$ cat src/rtl/mem_access_unit.sv
// mem_access_unit
//   Byte-serial load/store engine between the control FSM and a byte-wide
//   RAM port. Takes one byte/half/word request at a time, moves it little-
//   endian one byte per clock, then returns sign/zero-extended load data
//   with a single-cycle response pulse.
// Ports
//   clk, rst_n             clock, asynchronous active-low reset
//   req_valid / req_ready  request handshake (ready only while idle)
//   req_write              1 store, 0 load
//   req_width              0 byte, 1 half, 2 word, 3 reserved (error)
//   req_unsigned           zero-extend loads (LBU/LHU)
//   req_addr, req_wdata    first byte address, store data (low bytes)
//   resp_valid/resp_err    completion pulse and its error qualifier
//   resp_rdata             extended load data, 0 for stores/errors; held
//   busy                   inverse of req_ready
//   mem_addr/mem_we/
//   mem_wdata/mem_rdata    byte RAM port (read data combinational on addr)
module mem_access_unit #(
  parameter int unsigned ADDR_W           = 32,
  parameter bit          ALLOW_MISALIGNED = 1'b1
) (
  input  logic              clk,
  input  logic              rst_n,
  input  logic              req_valid,
  output logic              req_ready,
  input  logic              req_write,
  input  logic [1:0]        req_width,
  input  logic              req_unsigned,
  input  logic [ADDR_W-1:0] req_addr,
  input  logic [31:0]       req_wdata,
  output logic              resp_valid,
  output logic              resp_err,
  output logic [31:0]       resp_rdata,
  output logic              busy,
  output logic [ADDR_W-1:0] mem_addr,
  output logic              mem_we,
  output logic [7:0]        mem_wdata,
  input  logic [7:0]        mem_rdata
);

  typedef enum logic [1:0] {
    IDLE   = 2'd0,
    ACCESS = 2'd1,
    DONE   = 2'd2
  } state_t;

  state_t              state_q, state_d;
  logic [1:0]          byte_cnt_q, byte_cnt_d;
  logic                write_q, write_d;
  logic [1:0]          width_q, width_d;
  logic                uns_q, uns_d;
  logic [ADDR_W-1:0]   addr_q, addr_d;
  logic [31:0]         wdata_q, wdata_d;
  logic [31:0]         rbuf_q, rbuf_d;
  logic                resp_valid_q, resp_valid_d;
  logic                resp_err_q, resp_err_d;
  logic [31:0]         resp_rdata_q, resp_rdata_d;

  logic                req_err;
  logic [1:0]          last_idx;
  logic [31:0]         load_word;

  // Reserved width always fails; alignment only matters when disallowed.
  always_comb begin
    req_err = (req_width == 2'd3) ||
              (!ALLOW_MISALIGNED &&
               ((req_width == 2'd1 && req_addr[0]) ||
                (req_width == 2'd2 && req_addr[1:0] != 2'b00)));
  end

  always_comb begin
    unique case (width_q)
      2'd0:    last_idx = 2'd0;
      2'd1:    last_idx = 2'd1;
      default: last_idx = 2'd3;
    endcase
  end

  always_comb begin
    state_d      = state_q;
    byte_cnt_d   = byte_cnt_q;
    write_d      = write_q;
    width_d      = width_q;
    uns_d        = uns_q;
    addr_d       = addr_q;
    wdata_d      = wdata_q;
    rbuf_d       = rbuf_q;
    resp_valid_d = 1'b0;
    resp_err_d   = 1'b0;
    resp_rdata_d = resp_rdata_q;
    load_word    = '0;

    unique case (state_q)
      IDLE: begin
        if (req_valid) begin
          write_d    = req_write;
          width_d    = req_width;
          uns_d      = req_unsigned;
          addr_d     = req_addr;
          wdata_d    = req_wdata;
          byte_cnt_d = '0;
          rbuf_d     = '0;
          if (req_err) begin
            state_d      = DONE;
            resp_valid_d = 1'b1;
            resp_err_d   = 1'b1;
            resp_rdata_d = '0;
          end else begin
            state_d = ACCESS;
          end
        end
      end

      ACCESS: begin
        if (!write_q) begin
          rbuf_d[{byte_cnt_q, 3'b000} +: 8] = mem_rdata;
        end
        if (byte_cnt_q == last_idx) begin
          // Response is registered on the same edge that captures the last
          // byte, so extension works on the updated buffer, not rbuf_q.
          unique case (width_q)
            2'd0:    load_word = {{24{~uns_q & rbuf_d[7]}},  rbuf_d[7:0]};
            2'd1:    load_word = {{16{~uns_q & rbuf_d[15]}}, rbuf_d[15:0]};
            default: load_word = rbuf_d;
          endcase
          state_d      = DONE;
          byte_cnt_d   = '0;
          resp_valid_d = 1'b1;
          resp_rdata_d = write_q ? '0 : load_word;
        end else begin
          byte_cnt_d = byte_cnt_q + 2'd1;
        end
      end

      DONE: begin
        state_d = IDLE;
      end

      default: begin
        state_d = IDLE;
      end
    endcase
  end

  always_ff @(posedge clk or negedge rst_n) begin
    if (!rst_n) begin
      state_q      <= IDLE;
      byte_cnt_q   <= '0;
      write_q      <= 1'b0;
      width_q      <= '0;
      uns_q        <= 1'b0;
      addr_q       <= '0;
      wdata_q      <= '0;
      rbuf_q       <= '0;
      resp_valid_q <= 1'b0;
      resp_err_q   <= 1'b0;
      resp_rdata_q <= '0;
    end else begin
      state_q      <= state_d;
      byte_cnt_q   <= byte_cnt_d;
      write_q      <= write_d;
      width_q      <= width_d;
      uns_q        <= uns_d;
      addr_q       <= addr_d;
      wdata_q      <= wdata_d;
      rbuf_q       <= rbuf_d;
      resp_valid_q <= resp_valid_d;
      resp_err_q   <= resp_err_d;
      resp_rdata_q <= resp_rdata_d;
    end
  end

  // RAM port decodes purely from registered state, so reset kills mem_we
  // asynchronously and nothing leaks outside ACCESS.
  always_comb begin
    mem_addr  = '0;
    mem_we    = 1'b0;
    mem_wdata = '0;
    if (state_q == ACCESS) begin
      mem_addr = addr_q + ADDR_W'(byte_cnt_q);
      mem_we   = write_q;
      if (write_q) begin
        mem_wdata = wdata_q[{byte_cnt_q, 3'b000} +: 8];
      end
    end
  end

  assign req_ready  = (state_q == IDLE);
  assign busy       = ~req_ready;
  assign resp_valid = resp_valid_q;
  assign resp_err   = resp_err_q;
  assign resp_rdata = resp_rdata_q;

endmodule

$ cat config.mk
export PLATFORM = sky130hd
export DESIGN_NAME = mem_access_unit
export DESIGN_NICKNAME = d
export VERILOG_FILES = /design/src/rtl/mem_access_unit.sv
export SDC_FILE = /design/constraint.sdc
export NUM_CORES = 1
export LEC_CHECK = 0
export CORE_ASPECT_RATIO = 0.6
export CORE_MARGIN = 2
export CORE_UTILIZATION = 35
export CTS_CLUSTER_SIZE = 14
export DETAILED_ROUTE_END_ITERATION = 10
export SLEW_MARGIN = 0
export SYNTH_ARGS = -nofsm -noshare
export SYNTH_HDL_FRONTEND = slang
export SYNTH_SLANG_ARGS = --single-unit
$ cat constraint.sdc
create_clock -name clk -period 4.9 [get_ports clk]
set_input_delay 0.98 -clock clk [delete_from_list [all_inputs] [get_ports clk]]
set_output_delay 0.98 -clock clk [all_outputs]
set_load 0.05 [all_outputs]
* Yosys cells after proc, flatten, opt, wreduce, memory -nomap -nowiden
Index checks and enable logic that the tools add are counted.
Operators by class: $add $sub $neg 3, $mul 0, div/mod/pow operators 0, magnitude comparators 0, equality and inequality tests 7, shifts and indexed selects 3, mux-type cells 28, bitwise logic cells 4, reductions and logical operators 7
Operators with widths (number):
- $mux 32 | 8
- $pmux 32 s2 | 3
- $add 32x2->32 | 1
- $bwmux 32 | 1
- $shift 8x7->32 const A | 1
- $shiftx 32x6->8 | 1
- $shiftx 8x7->32 | 1
- $mux 8 | 2
- $pmux 2 s2 | 3
- $mux 2 | 5
- $neg 5->7 | 1
- $reduce_and 2->1 | 3
- $mux 1 | 5
- $eq 2x1->1 const B | 2
- $logic_not 2->1 | 2
- $ne 2x2->1 const B | 2
- $reduce_and 4->1 | 1
- $add 2x1->2 const B | 1
- $and 1x1->1 | 2
- $eq 2x2->1 | 1
- $eq 2x2->1 const B | 1
- $ne 2x1->1 const B | 1
- $not 1->1 | 2
- $pmux 1 s2 | 1
- $reduce_bool 2->1 | 1
Storage, ports and cells: register bits 138, bits in latches 0, memory bits (writable) 0, bits in read-only memories 0, output and inout bits 77, word-level logic and storage cells 63, memories kept 0

* Logic depth before layout (Yosys ltp)
word-level depth 10, mapped depth 9, gate-level depth less buffers 6

* Worst setup path after synthesis
OpenSTA, ideal clock, no wires.
kind reg2out, start point register byte_cnt_q[1], end point output mem_addr[31], data arrival time 2.708 ns, setup slack 1.212 ns, stages on the path, launching flop included 7, buffers on the path 1, cells stage by stage dfrtp_1 ha_1 a21oi_1 or3_1 clkbuf_1 nor4_1 mux2i_1
On the way: cells in the longest elaborated chain, start to end 2
RTL lines:
- start, declared | RTL line 48 | logic [1:0] byte_cnt_q, byte_cnt_d;
- start signal, assigned | RTL line 160 | byte_cnt_q <= byte_cnt_d;
- $add 32x2->32 | RTL line 180 | mem_addr = addr_q + ADDR_W'(byte_cnt_q);
- $mux 32 | RTL line 179 | if (state_q == ACCESS) begin
- end, declared | RTL line 35 | output logic [ADDR_W-1:0] mem_addr,
No other way between the ends.

* Final worst setup path
start point register byte_cnt_q[1], end point output mem_addr[12]
Same word-level chain as after synthesis.

==> results.py <==
metrics = {
    "finish": {
        "drive_above_1_share": 0.178,
        "final_nets": 826,
        "final_common_cell": "clkdlybuf4s50_1",
        "final_core_util": 0.479,
        "area_delta_synth_final_pct": 32.7,
        "n_fill_cell": 1716,
        "mostFrequentLayoutCells": "145 x clkdlybuf4s50_1, 138 x dfrtp_1, 63 x mux2_2",
        "final_area_mm2": 0.00923,
        "antenna_cells": 0,
    },
    "setup_path": {
        "cp-start-kind": "flop",
        "r2r_start": "byte_cnt_q[0]",
        "crit_slowest_cell": "clkdlybuf4s50_1",
        "critPathMaxFanout": 19,
        "crit_path_max_incr_delay_ns": 0.86,
        "crit_start": "byte_cnt_q[1]",
        "cp.required_ns": 3.92,
        "worstPathArrival_ns": 3.47,
        "path_cells": "buf_4, fa_1, and2_0, nand3_2, or3_1, a21oi_1, clkdlybuf4s50_1",
        "worstSetupPathType": "reg -> out",
        "end_kind": "output pin",
    },
    "sta": {
        "period_needed_ns": 4.45,
        "drv_slew": 0,
        "setup_tns_ns": 0,
        "rsz0062_at_grt": "no",
        "worstMarginPinSlew_ns": 1.24,
        "holdWs_ns": 0.486,
        "period_share": 0.908,
        "fin_skew_ns": 0.00767,
        "relSlewSlack": 0.176,
        "max_freq_mhz": 225,
        "fin_ws_ns": 0.451,
        "hold_viol": 0,
        "setup_viol": 0,
    },
    "clock_tree": {
        "cts_hold_buffers": 0,
        "clk_pin_slew_ns": 0.06,
        "clockRootBuffer": "clkbuf_16",
        "clockBufferDepth": 2,
        "cts_tree": "built",
        "cts_buffers": 17,
        "cts.sinks": 138,
        "h-tree-depth": 4,
        "clk-insertion-delay-late_ns": 0.43,
        "cts_setup_buffers": 0,
        "cts_resized": 0,
    },
    "pwr": {
        "peakVddDrop_mv": 0.331,
        "internal-power_mw": 3.52,
        "p_seq_frac": 0.306,
        "p_clk_frac": 0.202,
        "power_frac_comb": 0.492,
        "powerDensity_mw_per_mm2": 688,
        "leakagePower_nw": 3.68,
        "switching_share": 0.445,
        "p_sw_mw": 2.83,
    },
    "route": {
        "drt-total-wl_um": 19800,
        "firstDrtPassIters": 5,
        "routedWlPerCell_um": 19.4,
        "drt_iter0_markers": 431,
        "drc_errors": 0,
        "final_antenna_net_count": 0,
        "vias": 5619,
        "viasPerCell": 5.52,
    },
    "synth": {
        "synth_area_leader_cell": "dfrtp_1",
        "syn_nets": 685,
        "synth_top_area_share": 0.496,
        "synthArstFlopShare": 1.00,
        "synthTopCellsByArea": "dfrtp_1 50%, mux2_2 10%, a22o_1 3.3%",
        "ys_warn_count": 0,
        "ys_seq_area_frac": 0.496,
        "netlist_area_mm2": 0.00696,
        "syn_area_per_cell_um2": 11.6,
        "synthCells": 598,
        "yosysUniqueCellTypes": 63,
        "synth.ff_latch_count": 138,
        "ys.flop_type": "dfrtp_1",
        "synth_edf_count": 0,
    },
    "global_routing": {
        "track_usage": 0.194,
        "grt-ovfl-total": 0,
        "antenna_found_initial": 0,
        "grt_pass1_vias": 5518,
        "grt_pass1_wl_um": 31000,
        "grt_max_degree": 102,
    },
    "floorplan": {
        "die_area_mm2": 0.0211,
        "fp.dieW_um": 186,
        "io_pins": 156,
        "die_height_um": 113,
        "core-area_mm2": 0.0193,
        "std_cell_rows": 39,
        "start_util": 0.361,
    },
    "placed_design": {
        "hpwl_um": 14100,
        "io_buffers": 155,
        "dpl_cell_area_mm2": 0.00865,
        "routabilityCongestion": 0.826,
        "preCtsSetupSlack_ns": 0.928,
    },
    "status": {
        "status": "finished clean",
    },
    "job": {
        "drv_cap": 0,
    },
    "hold_path": {
        "hp-class": "reg -> reg",
        "hold_path.startpoint": "rbuf_q[14]",
    },
}
==> per-layer routing <==
layer,wire [µm],GRT usage
met5,0,0
met4,156,0.0499
met3,1600,0.0669
met2,8330,0.264
met1,9670,0.290
==> worst paths after layout <==
check	endpoint	slack [ns]	depth (start not counted)
worst max-delay path	mem_addr[12]	0.45	7
min in group asynchronous	addr_q[19]	0.65	1
worst min register to register	rbuf_q[14]	0.49	2
worst max register to register	resp_rdata[12]	2.00	7
max in group asynchronous	resp_rdata[21]	3.20	2
worst min-delay path	rbuf_q[14]	0.49	2
==> power by group through the flow <==
stage                     clock network, mW  logic, mW  registers, mW
after global placement                    0       3.09           1.93
after detailed placement                  0       3.13           1.95
after floorplan                           0       2.01           2.10
final                                  1.28       3.12           1.94
after global routing                   1.36       3.33           2.01
after CTS                              1.31       3.14           1.94
==> cell usage after synthesis (4+ instances only) <==
master and instances:
a22o_1 26, clkbuf_1 19, o41ai_1 4, or4_1 12, o2bb2ai_1 17, ha_1 7
a22oi_1 8, and2_1 6, a21o_1 4, nand2_1 33, nand2b_1 6, o31ai_1 20
a21oi_1 19, a221oi_1 17, mux2_2 63, o221ai_1 8, mux4_2 8, nand4_1 11
and3_1 12, xnor2_1 5, buf_2 13, a31oi_1 7, inv_1 17, nand3_1 17
o21ai_0 16, nor2_1 15, or3_1 4, nor2b_1 7, dfrtp_1 138, nor4_1 7
==> flip-flops by register name (all words and copies together) (netlist names) <==
name        count
addr_q         32
resp_err        1
state_q         2
write_q         1
uns_q           1
resp_valid      1
rbuf_q         32
byte_cnt_q      2
wdata_q        32
width_q         2
resp_rdata     32
==> metrics by stage <==
stage / std cells / power (mW)
floorplan: 598 / 4.12
global placement: 986 / 5.01
detailed placement: 986 / 5.08
CTS: 1018 / 6.38
global route: 1018 / 6.70
finish: 1018 / 6.35
==> layout make-up <==
type / instances / area, µm² / share of cell area
Clock buffer: 18 / 439 / 0.0476
Inverter: 19 / 71.3 / 0.00772
Sequential cell: 138 / 3450 / 0.374
Timing Repair Buffer: 163 / 1590 / 0.172
Clock inverter: 14 / 145 / 0.0157
Multi-Input combinational cell: 400 / 3200 / 0.347
Tap cell: 266 / 333 / 0.0360
==> cells by family (layout without fill, tap and decap cells) <==
| logic type | Yosys count | in the layout | synth area share |
|---|---|---|---|
| flops | 138 | 138 | 0.496 |
| mux | 73 | 73 | 0.131 |
| fa+ha+maj | 8 | 8 | 0.0155 |
| xor+xnor | 8 | 8 | 0.0101 |
| simple gates | 157 | 157 | 0.135 |
| compound gates | 154 | 154 | 0.169 |
| buf+inv | 60 | 214 | 0.0439 |
==> critical path, delay by kind of cell, from the launching register on <==
family                   cells  cell delay [ns]
AND/OR/NAND/NOR              3             1.15
adder cells (fa/ha/maj)      1             0.24
AO/OA/AOI/OAI                1             0.16
buffers and inverters        2             1.12
flip-flops                   1             0.36
No activity file was read; power rests on OpenSTA's default activity.
